### src/rtl/maxpool_row_sequencer_pkg.sv
// Shared types and constants for the row-serial 2x2/stride-2 binary max-pool
// stage: FSM state encoding, default frame size and the in->out size rule.
package maxpool_pkg;

    typedef enum logic [2:0] {
        IDLE,
        EVEN,
        ODD,
        OUT,
        DONE
    } state_t;

    localparam int unsigned DEF_IMG_IN_SIZE = 28;

    // Pooled map edge length for a given input edge length (stride 2).
    function automatic int unsigned out_size(input int unsigned in_size);
        return in_size / 2;
    endfunction

endpackage

### src/rtl/maxpool_row_sequencer_if.sv
// Row streaming bundle for the max-pool sequencer.
//   in_row_valid/in_row_ready/in_row_data : one input row per beat
//   out_row_valid/out_row_ready/out_row_data/out_row_last : one pooled row per beat
// master = upstream/downstream environment side, slave = sequencer side.
interface maxpool_row_sequencer_if
    import maxpool_pkg::*;
#(
    parameter int unsigned IMG_IN_SIZE  = DEF_IMG_IN_SIZE,
    parameter int unsigned IMG_OUT_SIZE = out_size(IMG_IN_SIZE)
);
    logic                    in_row_valid;
    logic                    in_row_ready;
    logic [IMG_IN_SIZE-1:0]  in_row_data;
    logic                    out_row_valid;
    logic                    out_row_ready;
    logic [IMG_OUT_SIZE-1:0] out_row_data;
    logic                    out_row_last;

    modport master (
        output in_row_valid, in_row_data, out_row_ready,
        input  in_row_ready, out_row_valid, out_row_data, out_row_last
    );

    modport slave (
        input  in_row_valid, in_row_data, out_row_ready,
        output in_row_ready, out_row_valid, out_row_data, out_row_last
    );

endinterface

### src/rtl/maxpool_row_sequencer_reduce.sv
// maxpool_row_reduce: combinational 2x2 window OR over a pair of input rows.
//   even_row   : first row of the pair (bit c = column c)
//   odd_row    : second row of the pair
//   pooled_row : bit c = even[2c] | even[2c+1] | odd[2c] | odd[2c+1]
module maxpool_row_reduce #(
    parameter int unsigned IMG_IN_SIZE = 28
) (
    input  logic [IMG_IN_SIZE-1:0]   even_row,
    input  logic [IMG_IN_SIZE-1:0]   odd_row,
    output logic [IMG_IN_SIZE/2-1:0] pooled_row
);
    logic [IMG_IN_SIZE-1:0] col_or;

    always_comb begin
        col_or     = even_row | odd_row;
        pooled_row = '0;
        for (int unsigned c = 0; c < IMG_IN_SIZE / 2; c++) begin
            pooled_row[c] = col_or[2*c] | col_or[2*c+1];
        end
    end

endmodule

### src/rtl/maxpool_row_sequencer.sv
// maxpool_row_sequencer: row-serial controller for the binary 2x2/stride-2
// max-pool stage. Pairs consecutive input rows, ORs each 2x2 window and emits
// one pooled row per beat, flagging the last row and pulsing frame_done.
//   clk, rst_n  : clock, asynchronous active-low reset
//   start       : begin a frame (sampled only in IDLE)
//   abort       : synchronous abort back to IDLE, highest priority
//   row_if      : input/output row handshakes (slave modport)
//   busy        : high outside IDLE
//   frame_done  : one-cycle pulse after the last pooled row handshake
module maxpool_row_sequencer
    import maxpool_pkg::*;
#(
    parameter int unsigned IMG_IN_SIZE  = DEF_IMG_IN_SIZE,
    parameter int unsigned IMG_OUT_SIZE = out_size(IMG_IN_SIZE),
    parameter int unsigned CNT_W        = $clog2(IMG_OUT_SIZE + 1)
) (
    input  logic                   clk,
    input  logic                   rst_n,
    input  logic                   start,
    input  logic                   abort,
    maxpool_row_sequencer_if.slave row_if,
    output logic                   busy,
    output logic                   frame_done
);

    if ((IMG_IN_SIZE % 2) != 0) begin : g_size_check
        $error("maxpool_row_sequencer: IMG_IN_SIZE must be even");
    end

    state_t                  state;
    state_t                  state_nx;
    logic [CNT_W-1:0]        row_cnt;
    logic [IMG_IN_SIZE-1:0]  even_row;
    logic [IMG_OUT_SIZE-1:0] pooled;
    logic [IMG_OUT_SIZE-1:0] out_data;
    logic                    last_row;
    logic                    in_rdy;
    logic                    out_vld;
    logic                    out_last;

    assign last_row = (row_cnt == CNT_W'(IMG_OUT_SIZE - 1));

    maxpool_row_reduce #(
        .IMG_IN_SIZE (IMG_IN_SIZE)
    ) u_reduce (
        .even_row   (even_row),
        .odd_row    (row_if.in_row_data),
        .pooled_row (pooled)
    );

    // Handshake outputs decode from state only, so in_row_ready never
    // depends on in_row_valid.
    always_comb begin
        state_nx   = state;
        in_rdy     = 1'b0;
        out_vld    = 1'b0;
        out_last   = 1'b0;
        frame_done = 1'b0;
        busy       = (state != IDLE);
        case (state)
            IDLE: begin
                if (start) state_nx = EVEN;
            end
            EVEN: begin
                in_rdy = 1'b1;
                if (row_if.in_row_valid) state_nx = ODD;
            end
            ODD: begin
                in_rdy = 1'b1;
                if (row_if.in_row_valid) state_nx = OUT;
            end
            OUT: begin
                out_vld  = 1'b1;
                out_last = last_row;
                if (row_if.out_row_ready) state_nx = last_row ? DONE : EVEN;
            end
            DONE: begin
                frame_done = 1'b1;
                state_nx   = IDLE;
            end
            default: state_nx = IDLE;
        endcase
        if (abort) state_nx = IDLE;
    end

    assign row_if.in_row_ready  = in_rdy;
    assign row_if.out_row_valid = out_vld;
    assign row_if.out_row_last  = out_last;
    assign row_if.out_row_data  = out_data;

    // A handshake landing in the same cycle as abort is dropped: no capture,
    // no counter advance.
    always_ff @(posedge clk or negedge rst_n) begin
        if (!rst_n) begin
            state    <= IDLE;
            row_cnt  <= '0;
            even_row <= '0;
            out_data <= '0;
        end else begin
            state <= state_nx;
            if (abort) begin
                row_cnt <= '0;
            end else begin
                case (state)
                    IDLE: if (start) row_cnt <= '0;
                    EVEN: if (row_if.in_row_valid) even_row <= row_if.in_row_data;
                    ODD:  if (row_if.in_row_valid) out_data <= pooled;
                    OUT:  if (row_if.out_row_ready && !last_row) row_cnt <= row_cnt + CNT_W'(1);
                    default: ;
                endcase
            end
        end
    end

endmodule

### src/flat_wrapper.sv
// flat-port wrapper written by rule: the top's interface ports become plain ports
module maxpool_row_sequencer_flat import maxpool_pkg::*;
#(
    parameter int unsigned IMG_IN_SIZE  = DEF_IMG_IN_SIZE,
    parameter int unsigned IMG_OUT_SIZE = out_size(IMG_IN_SIZE),
    parameter int unsigned CNT_W        = $clog2(IMG_OUT_SIZE + 1)
)
  (clk, rst_n, start, abort, busy, frame_done, row_if_in_row_valid, row_if_in_row_data, row_if_out_row_ready, row_if_in_row_ready, row_if_out_row_valid, row_if_out_row_data, row_if_out_row_last);
  maxpool_row_sequencer_if #(.IMG_IN_SIZE(IMG_IN_SIZE), .IMG_OUT_SIZE(IMG_OUT_SIZE)) row_if_i ();
  input  logic clk;
  input  logic rst_n;
  input  logic start;
  input  logic abort;
  output logic busy;
  output logic frame_done;
  input wire logic [$bits(row_if_i.in_row_valid)-1:0] row_if_in_row_valid;
  input wire logic [$bits(row_if_i.in_row_data)-1:0] row_if_in_row_data;
  input wire logic [$bits(row_if_i.out_row_ready)-1:0] row_if_out_row_ready;
  output wire logic [$bits(row_if_i.in_row_ready)-1:0] row_if_in_row_ready;
  output wire logic [$bits(row_if_i.out_row_valid)-1:0] row_if_out_row_valid;
  output wire logic [$bits(row_if_i.out_row_data)-1:0] row_if_out_row_data;
  output wire logic [$bits(row_if_i.out_row_last)-1:0] row_if_out_row_last;
  assign row_if_i.in_row_valid = row_if_in_row_valid;
  assign row_if_i.in_row_data = row_if_in_row_data;
  assign row_if_i.out_row_ready = row_if_out_row_ready;
  assign row_if_in_row_ready = row_if_i.in_row_ready;
  assign row_if_out_row_valid = row_if_i.out_row_valid;
  assign row_if_out_row_data = row_if_i.out_row_data;
  assign row_if_out_row_last = row_if_i.out_row_last;
  maxpool_row_sequencer #(.IMG_IN_SIZE(IMG_IN_SIZE), .IMG_OUT_SIZE(IMG_OUT_SIZE), .CNT_W(CNT_W)) u_core (.clk(clk), .rst_n(rst_n), .start(start), .abort(abort), .row_if(row_if_i), .busy(busy), .frame_done(frame_done));
endmodule
### config.mk
export PLATFORM = sky130hd
export DESIGN_NAME = maxpool_row_sequencer_flat
export DESIGN_NICKNAME = d
export VERILOG_FILES = /design/src/rtl/maxpool_row_sequencer_pkg.sv /design/src/rtl/maxpool_row_sequencer_if.sv /design/src/rtl/maxpool_row_sequencer_reduce.sv /design/src/rtl/maxpool_row_sequencer.sv /design/src/flat_wrapper.sv
export SDC_FILE = /design/constraint.sdc
export NUM_CORES = 1
export LEC_CHECK = 0
export ABC_AREA = 1
export BUFFER_PORTS_ARGS = -buffer_cell sky130_fd_sc_hd__clkbuf_2
export CORE_MARGIN = 8
export CORE_UTILIZATION = 40
export CTS_CLUSTER_DIAMETER = 200
export DETAILED_ROUTE_END_ITERATION = 16
export PLACE_DENSITY = 0.62
export SLEW_MARGIN = 30
export SYNTH_ARGS = -nofsm -noshare
export SYNTH_HDL_FRONTEND = slang
export SYNTH_SLANG_ARGS = --single-unit
### constraint.sdc
create_clock -name clk -period 2.6 [get_ports clk]
set_input_delay 0.52 -clock clk [delete_from_list [all_inputs] [get_ports clk]]
set_output_delay 0.52 -clock clk [all_outputs]
set_load 0.02 [all_outputs]
======== Word level (Yosys, flattened, before mapping) ========
Index checks and enable logic that the tools add are counted.
word-level totals
  word-level logic and storage cells ...... 56
  output and inout bits ................... 19
  bits of input ports ..................... 34
  bits in registers ....................... 49
cells by class
  muxes and demuxes ....................... 15
  $add $sub $neg .......................... 1
  bitwise operators ....................... 16
  equal/unequal tests ..................... 10
  reduce and logical (&&, ||, !) cells .... 10
operator list
  kind                   number
  $or A28 B28 Y28        1
  $mux W3                6
  $or A1 B1 Y1           14
  $mux W4                3
  $ne A3 B3 Y1 const B   4
  $pmux W3 S4            1
  $reduce_and A3 Y1      3
  $pmux W4 S2            1
  $eq A3 B2 Y1 const B   2
  $reduce_bool A3 Y1     2
  $add A4 B1 Y4 const B  1
  $eq A4 B4 Y1 const B   1
  $mux W1                4
  $reduce_and A4 Y1      1
  $eq A3 B1 Y1 const B   1
  $eq A3 B3 Y1 const B   1
  $logic_not A3 Y1       1
  $ne A3 B2 Y1 const B   1
  $reduce_or A2 Y1       1
  $logic_and A1 B1 Y1    1
  $logic_not A1 Y1       1
  $not A1 Y1             1

======== Logic depth before layout (Yosys ltp) ========
Gate-level depths: netlist (run 1).
  depth in word-level cells ............... 6
  mapped depth ............................ 8
  gate-level depth less buffers ........... 8

======== Modules after synthesis ========
Synthesis (run 1) repeated with hierarchy kept, for this count alone.
unflattened totals
  cell total of the unflattened synthesis .. 294
  area total of the unflattened synthesis .. 2382.3 sq um
modules (own cells, without submodules)
  module                 times used  cells each  area each (sq um)
  maxpool_row_sequencer  1           252         2224.6
  maxpool_row_reduce     1           42          157.7

======== Worst setup path after synthesis (run 1) ========
No wires, ideal clock.
  path kind ............................... reg2out
  from .................................... register u_core.state[2]
  to ...................................... output port frame_done
  arrival time ............................ 1048 ps
  stages on the path, launching flop included .. 3
  slack ................................... 1032 ps
  cells stage by stage .................... dfrtp_1 > inv_1 > nor3_1
between the ends
  cells in the longest elaborated chain, start to end .. 2
RTL lines
  what                    RTL line                      source
  start, declared         maxpool_row_sequencer.sv:30   state_t state;
  start signal, assigned  maxpool_row_sequencer.sv:100  state <= state_nx;
  $eq A3 B3 Y1            maxpool_row_sequencer.sv:60   case (state)
  $mux W1                 maxpool_row_sequencer.sv:60
  end, declared           flat_wrapper.sv:15            output logic frame_done;
No other way between the ends.

======== Worst setup path after layout (run 1) ========
  from .................................... register u_core.row_cnt[1]
  to ...................................... output port row_if_out_row_last
between the ends
  cells in the longest elaborated chain, start to end .. 2
RTL lines
  what                    RTL line                      source
  start, declared         maxpool_row_sequencer.sv:32   logic [CNT_W-1:0] row_cnt;
  start signal, assigned  maxpool_row_sequencer.sv:108  OUT: if (row_if.out_row_ready && !last_row) row_cnt <= row_cnt + CNT_W'(1);
  $eq A4 B4 Y1            maxpool_row_sequencer.sv:41   assign last_row = (row_cnt == CNT_W'(IMG_OUT_SIZE - 1));
  $mux W1                 maxpool_row_sequencer.sv:60
  end, declared           flat_wrapper.sv:22            output wire logic [$bits(row_if_i.out_row_last)-1:0] row_if_out_row_last;
No other way between the ends.

==> impl_results.md, run 1 <==
* Final period utilization at 74.24%
* CP Capture Type: primary output
* Initial Util at between 40% and 50%
* Die Area at about 0.0084 sq mm
* Setup total negative slack at 0 ns
* Leakage at 0.001392 uW
* DP HPWL at 3396 microns
* Storage element area at 0.001226 sq mm
* Largest net degree at the start of global routing at 57
* Final Hold Fails at 0
* Share of power burned in registers at between 40% and 50%
* Total Wirelength at 4557 microns
* Clk pwr share at 19.6%
* Hold-fix buffers, CTS at 0
* Final Net Count at 347
* Drt drc at 0
* Min Tclk post-route at around 1.9 ns
* Vias per std cell at ~4.7
* Cell Int Power at 1766 uW
* CTS H-Tree Depth at 2
* Fill cells at 560
* IO Count at 53
* Core area at 0.005507 sq mm
* Initial antenna violation count at 0
* Fraction of layout cells with a size suffix above 1 at roughly a quarter
* Gr usage total at approximately an eighth
* Row count at 27
* MaxCap Viol Count at 0
* Worst Hold Class: in2async
* Clock root buffer: clkbuf_8
* First-pass GRT wire length at 8176 microns
* CP Class: reg2out
* Placer congestion estimate at 0.8605
* Unrepaired setup endpoints after global routing: no
* Register bit count reported by yosys at between 40 and 50
* Diodes inserted at 0
* Cell Area, Synth at roughly 0.0023 sq mm
* GR Overflow Total at 0
* Clk sinks at 49
* Worst Path Required at 2.08 ns
* Max Fclk at 518.0 MHz
* Die height at 91.45 microns
* Finish-stage setup viols at 0
* Synth Instances at 258
* CTS tree: yes
* Final Max Slew Viols at 0
* Post-synthesis net count at 294
* Clk_lat worst skew at about 0.3 ns
* Comb pwr share at 33.7%
* Post-route ant nets at 0
* Via count at 1,789
* Wirelength per Cell at 11.87 microns
* Worst-path maximum fanout at 5
* Synthesis-to-finish area growth at 17.69%
* Worst vdd ir at 0.4492 mV
* Post-synthesis cell type count at 24
* Worst rel slew slack at roughly 60%
* Outcome: finished clean
* Ys Warns at 0
* DRT iter0 DRCs at 68
* Net Switching at between 1000 and 1500 uW
* Post-Syn Area per Cell at roughly 9 sq um
* Multi-input logic area at 837.1 sq um
* Pre-antenna DRT Iters at 4
* CTS Buf Count at 5
* Hold_ws at slightly above 0.3 ns
* CP Launch Type: flip-flop
* Worst-margin pin slew at 0.6048 ns
* CTS-repair resized insts at 0
* Clk slew on worst S/H paths at approximately 0.080 ns
* PwrDens at 1044 mW/mm^2
* Die Wd at between 90 and 100 microns
* Arr. time, crit path at 1.41 ns
* Vias in the first global route at 1,840
* Switching Fraction at 36.89%
* Seq/Total Area, Yosys at a little over half
* Port buffer count at between 50 and 60
* Number of buffers on the longest clock path at 2
* Worst clock skew at between 0.005 and 0.006 ns
* Postcts setup bufs at 0
power by group through the flow:
stage,sequential (uW),clock (uW),combinational (uW)
2_1_floorplan,1410,0,583
3_3_place_gp,1320,0,938
3_5_place_dp,1330,0,962
4_1_cts,1310,573,964
5_1_grt,1350,596,1090
6_report,1310,549,943
path summary, 6_finish.rpt:
kind                                        start                             end  slack [ns]  cells past startpoint
hold / removal                              rst_n                 u_core.state[1]        0.31                      2
min in group clk           row_if_in_row_data[18]             u_core.even_row[18]        0.45                      3
setup reg to reg                  u_core.state[1]  u_core.row_if.out_row_data[13]        1.14                      6
setup / recovery                u_core.row_cnt[1]             row_if_out_row_last        0.67                      5
hold reg to reg               u_core.even_row[15]             u_core.even_row[15]        0.49                      2
max in group asynchronous                   rst_n             u_core.even_row[26]        1.88                      2
per-layer routing:
layer  routed length, microns  vias up  track usage, %
met4                       85        0           5.321
li1                         -      939               -
met5                        0        -               0
met3                      235        6           3.128
met1                     2151      806           14.06
met2                     2085       38           19.15
cell type report:
cell class / count / share of cell area (%)
clock buffer: 7 / 3.221
multi-input combinational: 165 / 31.23
timing repair buffer: 54 / 10.27
inverter: 36 / 5.042
tap: 72 / 3.361
sequential: 49 / 45.75
clock inverter: 1 / 1.120
cell usage after synthesis:
cell      number  area, sq um
a21boi_0       1        7.510
a21oi_1       10        50.05
a21oi_2        6        52.55
buf_4          1        7.510
buf_6          6        67.56
clkbuf_1       1        3.750
dfrtp_1       49         1226
ha_1           2        25.02
inv_1         34        127.6
inv_2          2        7.510
nand2_1       59        221.5
nand2_2        1        6.260
nand3_1       11        55.05
nand4_1        2        12.51
nor2_1        19        71.32
nor2_2         7        43.79
nor2_4         2        22.52
nor2_8         1        20.02
nor3_1         1        5.000
nor4_1        14        87.58
o21ai_0        6        30.03
o21ai_1       20        100.1
o21ai_2        2        17.52
xnor2_1        1        8.760
state kept, by name, summed over array words and instances (netlist names):
name	count
u_core.even_row	28
u_core.row_if.out_row_data	14
u_core.row_cnt	4
u_core.state	3
placed cells by master (no fill, tap or decap):
master / synthesis / final
ha_1: 2 / 2
clkbuf_1: 1 / 1
dfrtp_1: 49 / 49
inv_2: 2 / 2
nand3_1: 11 / 11
xnor2_1: 1 / 1
nor2_8: 1 / 1
nor3_1: 1 / 1
a21oi_2: 6 / 6
o21ai_2: 2 / 2
o21ai_1: 20 / 20
o21ai_0: 6 / 6
clkbuf_2: 0 / 52
inv_1: 34 / 34
nand2_2: 1 / 1
nand4_1: 2 / 2
nor4_1: 14 / 14
bufinv_16: 0 / 1
nor2_4: 2 / 2
nor2_2: 7 / 7
a21oi_1: 10 / 10
buf_4: 1 / 2
a21boi_0: 1 / 1
clkbuf_8: 0 / 6
nand2_1: 59 / 59
nor2_1: 19 / 19
logic make-up (layout without fill, tap and decap cells):
group / count (synthesis) / count (layout) / synth area share [%]
flip-flops: 49 / 49 / 53.85
buffers and inverters: 44 / 98 / 9.395
AO/OA/AOI/OAI: 45 / 45 / 11.32
XOR/XNOR: 1 / 1 / 0.3847
AND/OR/NAND/NOR: 117 / 117 / 23.96
adder cells (fa/ha/maj): 2 / 2 / 1.099
worst max-delay path: stages, from the launching register on:
cell	delay (ns)
dfrtp_1	0.43
inv_1	0.07
ha_1	0.13
nand3_1	0.12
nor2_1	0.17
clkbuf_2	0.19
through the flow:
step           cells  area (sq um)  util (%)  power [uW]  setup slack [ns]
6_report         384          2680     48.67        2798            0.6697
5_1_grt          384          2680     48.67        3040            0.5519
4_1_cts          384          2680     48.67        2849            0.6390
3_5_place_dp     376          2564     46.56        2289            0.9639
3_3_place_gp     376          2564     46.56        2259            0.9971
2_1_floorplan    258          2277         -        1990             1.032
(Power assumes the default switching activity.)
==> run 2, diff against run 1 <==
- clock period: 2.6 -> 1.85 ns (I/O delays scaled with it)
==> impl_results.md, run 2 (same netlist as run 1, synthesis figures left out) <==
* CP Class: reg2out
* Drt drc at 0 (unchanged)
* PwrDens at 1455 mW/mm^2 (+39%)
* Setup total negative slack at 0 ns (unchanged)
* CTS tree: yes
* Outcome: finished clean
* Commonest non-fill, non-tap cell in the layout: nand2_1
* Port buffer count at 52 (unchanged)
* Clock root buffer: clkbuf_8
* CP Launch Type: flip-flop
* Cell Int Power at 2462 uW (+39%)
* Via count at 1,779 (-0.56%)
* Diodes inserted at 0 (unchanged)
* Comb pwr share at 34.0% (+0.3 points)
* Post-route ant nets at 0 (unchanged)
* Clk slew on worst S/H paths at 0.08 ns (about the same)
* Wirelength per Cell at 12.17 microns (+2.5%)
* Vias in the first global route at 1,818 (-1.2%)
* CP Capture Type: primary output
* Hold_ws at 0.04385 ns (-0.2634 ns)
* Max Fclk at 570.1 MHz
* Finish-stage setup viols at 0 (unchanged)
* Die Wd at 91.45 microns (unchanged)
* Worst-margin pin slew at 0.4431 ns (-0.1618 ns)
* DP HPWL at 3440 microns (+1.3%)
* Worst rel slew slack at 70.46% (+11 points)
* Core area at 0.005507 sq mm (unchanged)
* Vias per std cell at 4.621 (-0.82%)
* CP delay by family, top: flip-flops
* Reg with most FFs: u_core.even_row
* Worst path slowest cell: dfrtp_1
* Number of buffers on the longest clock path at 2 (unchanged)
* Clk pwr share at 19.2% (-0.4 points)
* Multi-input logic area at 839.6 sq um (+0.30%)
* Min Tclk post-route at 1.754 ns
* R2r worst-path depth at 7 (+1)
* Total Wirelength at 4684 microns (+2.8%)
* Clk_lat worst skew at 0.30 ns (about the same)
* Worst clock skew at 0.004308 ns (-0.001528 ns)
* Worst Path Required at 1.48 ns (-0.60 ns)
* Final period utilization at 94.82%
* Largest net degree at the start of global routing at 57 (unchanged)
* Unrepaired setup endpoints after global routing: no
* Net Switching at 1485 uW (+44%)
* CP endpoint: row_if_out_row_last
* Crit Reg-Reg Endpoint: u_core.row_cnt[3]
* MaxCap Viol Count at 0 (unchanged)
* Number of flip-flops in the largest register at 28 (unchanged)
* Share of power burned in registers at 46.8% (about the same)
* Initial antenna violation count at 0 (unchanged)
* Placer congestion estimate at 0.7724 (-10%)
* Leakage at 0.001402 uW (+0.72%)
* Initial Util at 41.35% (unchanged)
* IO Count at 53 (unchanged)
* Final Net Count at 348 (+0.29%)
* Row count at 27 (unchanged)
* CTS Buf Count at 5 (unchanged)
* Pre-antenna DRT Iters at 4 (unchanged)
* Most frequent cells in the layout: nand2_1, clkbuf_2, dfrtp_1, inv_1, o21ai_1
* Total power at 3947 uW (+41%)
* Critical path origin: u_core.row_cnt[1]
* Switching Fraction at 37.63% (+0.73 points)
* Die Area at 0.008363 sq mm (unchanged)
* Gr usage total at 11.95% (+0.23 points)
* Die height at 91.45 microns (unchanged)
* Buf/Inv on CP at 2 (unchanged)
* Cell breakdown of the critical path: inv_1 > ha_1 > nand3_1 > nor2_2 > clkbuf_2
* DRT iter0 DRCs at 63 (-7.4%)
* Fill cells at 515 (-8.0%)
* GR Overflow Total at 0 (unchanged)
* Fraction of layout cells with a size suffix above 1 at 27.48% (+1.2 points)
* R2r setup slk at 0.41 ns (-0.73 ns)
* Final Max Slew Viols at 0 (unchanged)
* Worst vdd ir at 0.6470 mV (+44%)
* RR Startpoint: u_core.row_cnt[0]
* CP max stage delay at 0.41 ns (-0.02 ns)
* Storage element area at 0.001229 sq mm (+0.20%)
* Synthesis-to-finish area growth at 19.12%
* Final Hold Fails at 0 (unchanged)
* CTS H-Tree Depth at 2 (unchanged)
* Worst Hold Class: in2async
* WP depth at 5 (unchanged)
* Worst-path maximum fanout at 4 (-1)
* Arr. time, crit path at 1.38 ns (-0.03 ns)
* Clk sinks at 49 (unchanged)
* First-pass GRT wire length at 8252 microns (+0.93%)
## run 2: cell types whose count changed in the layout (fill, tap and decap cells not counted), sizes merged
cell	previous run	this run
buf	2	3
clkbuf	59	58
clkinv	0	1
## run 2: layer usage
| layer | routed length [microns] | global-route usage (%) | vias up |
|---|---|---|---|
| met5 | 0 | 0 | - |
| met4 | 57 | 4.502 | 0 |
| met3 | 183 | 3.704 | 6 |
| met2 | 2151 | 19.21 | 33 |
| met1 | 2292 | 14.62 | 800 |
| li1 | - | - | 940 |
## run 2: metrics by stage
step	instance area [sq um]	worst slack, ns	util (%)	std cells
finish	2713	0.09583	49.26	385
global route	2713	0.006785	49.26	385
CTS	2700	0.03759	49.03	384
detailed placement	2589	0.3621	47.01	376
global placement	2589	0.4008	47.01	376
floorplan	2277	0.4316	-	258
## run 2: power by group through the flow
stage	Clock [uW]	Combinational (uW)	Sequential, uW
final	757	1340	1850
after global routing	831	1530	1910
after CTS	792	1370	1850
after detailed placement	0	1370	1870
after global placement	0	1330	1860
after floorplan	0	820	1980
## run 2: worst min path at each step
| stage | to | slack (ns) | depth (start not counted) |
|---|---|---|---|
| floorplan | u_core.even_row[0] | 0.07 | 0 |
| global placement | u_core.state[0] | 0.38 | 2 |
| detailed placement | u_core.state[0] | 0.39 | 2 |
| CTS | u_core.state[2] | 0.06 | 2 |
| global route | u_core.state[2] | 0.06 | 2 |
| finish | u_core.row_cnt[3] | 0.04 | 2 |
## run 2: repair_timing
action	4_1_cts	5_1_grt
setup endpoints to repair	0	2
endpoints found under the hold margin	0	0
buffers inserted	0	1
hold buffers	0	0
resized for setup	0	3
## run 2: final cells by class
class / instances / share of cell area [%]
flip-flops and latches: 49 / 45.30
multi-input cells: 165 / 30.95
repair buffers: 55 / 11.35
inverters: 36 / 4.982
well taps: 72 / 3.321
clock buffers: 6 / 2.675
clock inverters: 2 / 1.430
